<file path="src/rtl/mem_arbiter_if.sv">
// mem_arbiter_if: CPU requester and unified RAM port signals of the memory arbiter
interface mem_arbiter_if #(
  parameter int ADDR_W = 32,
  parameter int DATA_W = 32
);
  logic              halt;
  logic              iREN;
  logic [ADDR_W-1:0] iaddr;
  logic              dREN;
  logic              dWEN;
  logic [ADDR_W-1:0] daddr;
  logic [DATA_W-1:0] dstore;
  logic              ihit;
  logic              dhit;
  logic [DATA_W-1:0] iload;
  logic [DATA_W-1:0] dload;
  logic              ram_REN;
  logic              ram_WEN;
  logic [ADDR_W-1:0] ram_addr;
  logic [DATA_W-1:0] ram_store;
  logic [DATA_W-1:0] ram_load;
  logic              ram_ready;
  modport slave (
    input  halt, iREN, iaddr, dREN, dWEN, daddr, dstore, ram_load, ram_ready,
    output ihit, dhit, iload, dload, ram_REN, ram_WEN, ram_addr, ram_store
  );
  modport master (
    output halt, iREN, iaddr, dREN, dWEN, daddr, dstore, ram_load, ram_ready,
    input  ihit, dhit, iload, dload, ram_REN, ram_WEN, ram_addr, ram_store
  );
endinterface

</file>
<file path="src/rtl/mem_arbiter.sv">
// mem_arbiter: shares one RAM port between instruction fetch and data memory with a starvation guard
module mem_arbiter #(
  parameter int ADDR_W     = 32,
  parameter int DATA_W     = 32,
  parameter int STARVE_MAX = 4
) (
  input logic CLK,
  input logic nRST,
  mem_arbiter_if.slave bus
);
  localparam int SW = $clog2(STARVE_MAX + 1);
  typedef enum logic [2:0] {IDLE, IBUSY, DBUSY, IHIT, DHIT} state_t;
  state_t            state_q;
  logic [SW-1:0]     starve_q, starve_d;
  logic              ren_q, wen_q;
  logic [ADDR_W-1:0] addr_q;
  logic [DATA_W-1:0] store_q, iload_q, dload_q;
  logic              dreq, dgnt, ignt;
  // data wins unless instruction fetch has lost STARVE_MAX contested rounds in a row
  always_comb begin
    dreq     = bus.dREN | bus.dWEN;
    dgnt     = !bus.halt && dreq && (!bus.iREN || starve_q < SW'(STARVE_MAX));
    ignt     = !bus.halt && !dgnt && bus.iREN;
    starve_d = dgnt ? (bus.iREN ? starve_q + SW'(1) : '0) : ignt ? '0 : starve_q;
  end
  // arbitration FSM: latch grant, wait for RAM, one hit cycle, back to idle
  always_ff @(posedge CLK or negedge nRST) begin
    if (!nRST) begin
      state_q  <= IDLE;
      starve_q <= '0;
      ren_q    <= 1'b0;
      wen_q    <= 1'b0;
      addr_q   <= '0;
      store_q  <= '0;
      iload_q  <= '0;
      dload_q  <= '0;
    end else begin
      case (state_q)
        IDLE: begin
          starve_q <= starve_d;
          if (dgnt) begin
            state_q <= DBUSY;
            addr_q  <= bus.daddr;
            store_q <= bus.dstore;
            wen_q   <= bus.dWEN;
            ren_q   <= bus.dREN & ~bus.dWEN;
          end else if (ignt) begin
            state_q <= IBUSY;
            addr_q  <= bus.iaddr;
            store_q <= bus.dstore;
            wen_q   <= 1'b0;
            ren_q   <= 1'b1;
          end
        end
        IBUSY: if (bus.ram_ready) begin
          iload_q <= bus.ram_load;
          ren_q   <= 1'b0;
          wen_q   <= 1'b0;
          state_q <= IHIT;
        end
        DBUSY: if (bus.ram_ready) begin
          if (ren_q) dload_q <= bus.ram_load;
          ren_q   <= 1'b0;
          wen_q   <= 1'b0;
          state_q <= DHIT;
        end
        default: state_q <= IDLE;
      endcase
    end
  end
  assign bus.ihit      = state_q == IHIT;
  assign bus.dhit      = state_q == DHIT;
  assign bus.iload     = iload_q;
  assign bus.dload     = dload_q;
  assign bus.ram_REN   = ren_q;
  assign bus.ram_WEN   = wen_q;
  assign bus.ram_addr  = addr_q;
  assign bus.ram_store = store_q;
endmodule
</file>
<file path="src/flat_wrapper.sv">
// flat-port wrapper written by rule: the top's interface ports become plain ports
module mem_arbiter_flat 
#(
  parameter int ADDR_W     = 32,
  parameter int DATA_W     = 32,
  parameter int STARVE_MAX = 4
)
  (CLK, nRST, bus_halt, bus_iREN, bus_iaddr, bus_dREN, bus_dWEN, bus_daddr, bus_dstore, bus_ram_load, bus_ram_ready, bus_ihit, bus_dhit, bus_iload, bus_dload, bus_ram_REN, bus_ram_WEN, bus_ram_addr, bus_ram_store);
  mem_arbiter_if #(.ADDR_W(ADDR_W), .DATA_W(DATA_W)) bus_i ();
  input logic CLK;
  input logic nRST;
  input wire logic [$bits(bus_i.halt)-1:0] bus_halt;
  input wire logic [$bits(bus_i.iREN)-1:0] bus_iREN;
  input wire logic [$bits(bus_i.iaddr)-1:0] bus_iaddr;
  input wire logic [$bits(bus_i.dREN)-1:0] bus_dREN;
  input wire logic [$bits(bus_i.dWEN)-1:0] bus_dWEN;
  input wire logic [$bits(bus_i.daddr)-1:0] bus_daddr;
  input wire logic [$bits(bus_i.dstore)-1:0] bus_dstore;
  input wire logic [$bits(bus_i.ram_load)-1:0] bus_ram_load;
  input wire logic [$bits(bus_i.ram_ready)-1:0] bus_ram_ready;
  output wire logic [$bits(bus_i.ihit)-1:0] bus_ihit;
  output wire logic [$bits(bus_i.dhit)-1:0] bus_dhit;
  output wire logic [$bits(bus_i.iload)-1:0] bus_iload;
  output wire logic [$bits(bus_i.dload)-1:0] bus_dload;
  output wire logic [$bits(bus_i.ram_REN)-1:0] bus_ram_REN;
  output wire logic [$bits(bus_i.ram_WEN)-1:0] bus_ram_WEN;
  output wire logic [$bits(bus_i.ram_addr)-1:0] bus_ram_addr;
  output wire logic [$bits(bus_i.ram_store)-1:0] bus_ram_store;
  assign bus_i.halt = bus_halt;
  assign bus_i.iREN = bus_iREN;
  assign bus_i.iaddr = bus_iaddr;
  assign bus_i.dREN = bus_dREN;
  assign bus_i.dWEN = bus_dWEN;
  assign bus_i.daddr = bus_daddr;
  assign bus_i.dstore = bus_dstore;
  assign bus_i.ram_load = bus_ram_load;
  assign bus_i.ram_ready = bus_ram_ready;
  assign bus_ihit = bus_i.ihit;
  assign bus_dhit = bus_i.dhit;
  assign bus_iload = bus_i.iload;
  assign bus_dload = bus_i.dload;
  assign bus_ram_REN = bus_i.ram_REN;
  assign bus_ram_WEN = bus_i.ram_WEN;
  assign bus_ram_addr = bus_i.ram_addr;
  assign bus_ram_store = bus_i.ram_store;
  mem_arbiter #(.ADDR_W(ADDR_W), .DATA_W(DATA_W), .STARVE_MAX(STARVE_MAX)) u_core (.CLK(CLK), .nRST(nRST), .bus(bus_i));
endmodule
</file>
<file path="config.mk">
export PLATFORM = sky130hd
export DESIGN_NAME = mem_arbiter_flat
export DESIGN_NICKNAME = d
export VERILOG_FILES = /design/src/rtl/mem_arbiter_if.sv /design/src/rtl/mem_arbiter.sv /design/src/flat_wrapper.sv
export SDC_FILE = /design/constraint.sdc
export NUM_CORES = 1
export LEC_CHECK = 0
export CORE_MARGIN = 4
export CORE_UTILIZATION = 44
export DETAILED_ROUTE_END_ITERATION = 10
export PLACE_DENSITY = 0.95
export SLEW_MARGIN = 30
export SYNTH_ARGS = -nofsm -noshare
export SYNTH_HDL_FRONTEND = slang
export SYNTH_SLANG_ARGS = --single-unit
export TNS_END_PERCENT = 30
</file>
<file path="constraint.sdc">
create_clock -name CLK -period 5.2 [get_ports CLK]
set_clock_uncertainty 0.05 [all_clocks]
set_input_delay 1.04 -clock CLK [delete_from_list [all_inputs] [get_ports CLK]]
set_output_delay 1.04 -clock CLK [all_outputs]
set_load 0.005 [all_outputs]
</file>
==> results by group <==
Run status
  – Status: complete, no violations

Drt
  – DR iter-0 viols: around 300
  – Post-route ant nets: 0
  – Drt pass-1 iters: 4
  – Routed Wire Length: 16.3 mm
  – DR WL/cell: 17.5 um
  – Vias per inst: 5.02
  – DRC Markers: 0
  – Via Count: 4699

Global routing
  – GRT Resource Usage Total: 0.231
  – Initial antenna violation count: 0
  – Vias in the first global route: 5033
  – Gr ovfl total: 0
  – Largest net degree at the start of global routing: a little under 100
  – First-pass GRT wire length: 25.9 mm

Pwr
  – Lkg Pwr: 0.00389 uW
  – Power Dens Cells: 588 nW/um2
  – VDD IR-drop max: ~0.00030 V

Die
  – Die Ht: ~120 um
  – IO Count: 267
  – Cell Rows: 40
  – Core area: 12200 um2
  – Initial Util: 0.454
  – Die W: 120 um
  – DIE AREA: 14400 um2

Synth
  – Yosys cell types: 33
  – Mapped Cells: 496
  – Post-synthesis cell area: 5520 um2
  – Seq/Total Area, Yosys: 0.617
  – Yosys warns: 0
  – #FFs+latches synth: ~140
  – Synth Net Count: 632
  – Mean post-synth cell area: about 11 um2

STA
  – Slew margin rel.: 0.411
  – RSZ-0062 raised after global routing: false
  – Fin worst setup slack: 2.34 ns
  – Tmin final: 2.86 ns
  – Final Hold Viols: 0
  – Slew Viols, Final: 0
  – Final period utilization: 0.550
  – Setup-failing EPs final: 0
  – Actual slew at the worst max-slew pin: between 0.8 and 0.9 ns
  – Max Clock Freq: 349 MHz
  – Final setup TNS: 0 ns

Setup path
  – CP required: 5.36 ns
  – Crit path max fanout: 96
  – Critical Path AT: 3.02 ns
  – Crit start category: primary input
  – WS Path Type: primary input to flop
  – CP endpoint kind: flop

Layout
  – Layout area overhead: 61.4%
  – FILL cells: 766
  – Number of nets in the layout: roughly 900
  – Commonest non-fill, non-tap cells in the layout: clkdlybuf4s50_1, nand2_1, dfrtp_1
  – Antenna Cells: 0
  – Commonest non-fill, non-tap cell in the layout: clkdlybuf4s50_1
  – Share of cells above drive strength 1: 0.107
  – Filler-free cell count of the finished design: about 940

Clock tree
  – Worst-path clk slew: 0.06 ns
  – PostCTS Resize Cnt: 0
  – Post-cts hold buffer count: 0
  – Setup bufs post-CTS: 0
  – CTS tree: yes
  – # H-tree levels: 4
  – CTS Buf Count: 17
  – Clk sink count: approximately 140
  – Max clock buf depth: 2
  – CTS Root Buffer Type: clkbuf_16
  – Worst-Skew Late Latency: roughly 0.40 ns

Placed design
  – Placed Cells: around 910
  – Pre-CTS setup slack: 2.00 ns
  – Post-DP HPWL: approximately 12 mm
  – GPL Wtd Cong: between 0.7 and 0.8
  – Port-buffer cells: 266

Job
  – Max Cap Viol: 0

Worst hold path
  – Class of the worst hold path: flop to flop
## sequential cells by signal, indices dropped and copies added (netlist names)
name / flops
u_core.bus.dload: 32
u_core.bus.iload: 32
u_core.bus.ram_REN: 1
u_core.bus.ram_WEN: 1
u_core.bus.ram_addr: 32
u_core.bus.ram_store: 32
u_core.starve_q: 3
u_core.state_q: 3
## power breakdown
part | switching (uW) | internal [uW] | leakage [uW]
registers | 314 | 1580 | 0.00163
clock network | 441 | 841 | 0.000302
logic | 772 | 1290 | 0.00195
## area by class of cell
class	instances	area, um2	area share
clock buffer	21	470	0.0528
clock inverter	10	165	0.0185
inverter	2	7.51	0.000843
multi-input combinational	327	1940	0.218
sequential	136	3400	0.382
tap	168	210	0.0236
timing repair buffer	272	2710	0.305
## per-stage QoR
stage	power, uW	cell area [um2]	util	hold slack, ns
after floorplan	2620	5520	-	0.404
after global placement	3840	8260	0.679	0.408
after detailed placement	3980	8270	0.680	0.412
after CTS	5300	8910	0.732	0.426
after global routing	5550	8910	0.732	0.441
final	5240	8910	0.732	0.428
## path summary, 6_finish.rpt
kind | endpoint | slack [ns] | cells past startpoint | from
worst min-delay path | u_core.bus.ram_store[11] | 0.43 | 2 | u_core.bus.ram_store[11]
worst max register to register | u_core.bus.ram_addr[27] | 2.89 | 4 | u_core.state_q[1]
min in group asynchronous | u_core.bus.iload[21] | 0.56 | 1 | nRST
max in group asynchronous | u_core.bus.dload[2] | 3.45 | 2 | nRST
worst max-delay path | u_core.bus.ram_addr[27] | 2.34 | 5 | bus_halt
worst min register to register | u_core.bus.ram_store[11] | 0.43 | 2 | u_core.bus.ram_store[11]
## cell families after synthesis
kind of cell / Yosys count / share of synthesized area
AO/OA/AOI/OAI: 47 / 0.0580
adder cells (fa/ha/maj): 2 / 0.00408
buffers and inverters: 33 / 0.0351
flip-flops: 136 / 0.616
multiplexers: 66 / 0.135
AND/OR/NAND/NOR: 212 / 0.152
## synthesized netlist by cell type
| library cell | instances | area (um2) |
|---|---|---|
| a21o_1 | 1 | 7.51 |
| a311oi_2 | 1 | 15.0 |
| mux2_2 | 34 | 383 |
| o21ai_1 | 1 | 5.00 |
| buf_6 | 5 | 56.3 |
| ha_1 | 1 | 12.5 |
| nor3_1 | 2 | 10.0 |
| buf_4 | 5 | 37.5 |
| o21ai_0 | 2 | 10.0 |
| o31ai_2 | 1 | 12.5 |
| mux2_1 | 32 | 360 |
| maj3_1 | 1 | 10.0 |
| inv_1 | 2 | 7.51 |
| a221oi_1 | 1 | 8.76 |
| a21oi_1 | 2 | 10.0 |
| nand3_1 | 1 | 5.00 |
| a31oi_1 | 32 | 200 |
| a22o_1 | 1 | 8.76 |
| nor2_2 | 2 | 12.5 |
| o21a_1 | 1 | 7.51 |
| o21ba_2 | 1 | 10.0 |
| buf_2 | 11 | 55.1 |
| and2_1 | 1 | 6.26 |
| nand2_1 | 164 | 616 |
| o31a_1 | 1 | 8.76 |
| o211ai_1 | 1 | 7.51 |
| nand2_2 | 1 | 6.26 |
| dfrtp_1 | 136 | 3400 |
| nor2_1 | 36 | 135 |
| nor4_4 | 1 | 21.3 |
| clkbuf_1 | 10 | 37.5 |
| a21oi_2 | 1 | 8.76 |
| nand2b_1 | 4 | 25.0 |
## metal layers
| layer | track usage | up-vias | share of wire |
|---|---|---|---|
| met2 | 0.395 | 238 | 0.51 |
| met3 | 0.0716 | 47 | 0.081 |
| met5 | 0 | - | 0 |
| met4 | 0.119 | 0 | 0.035 |
| met1 | 0.258 | 2245 | 0.37 |
| li1 | - | 2169 | - |
## worst max-delay path, stage by stage
cell and delay [ns]:
clkdlybuf4s50_1 0.51, nor4_4 0.29, o31a_2 0.21, buf_4 0.66, a31oi_1 0.24
Power figures use the tool's default switching activity.
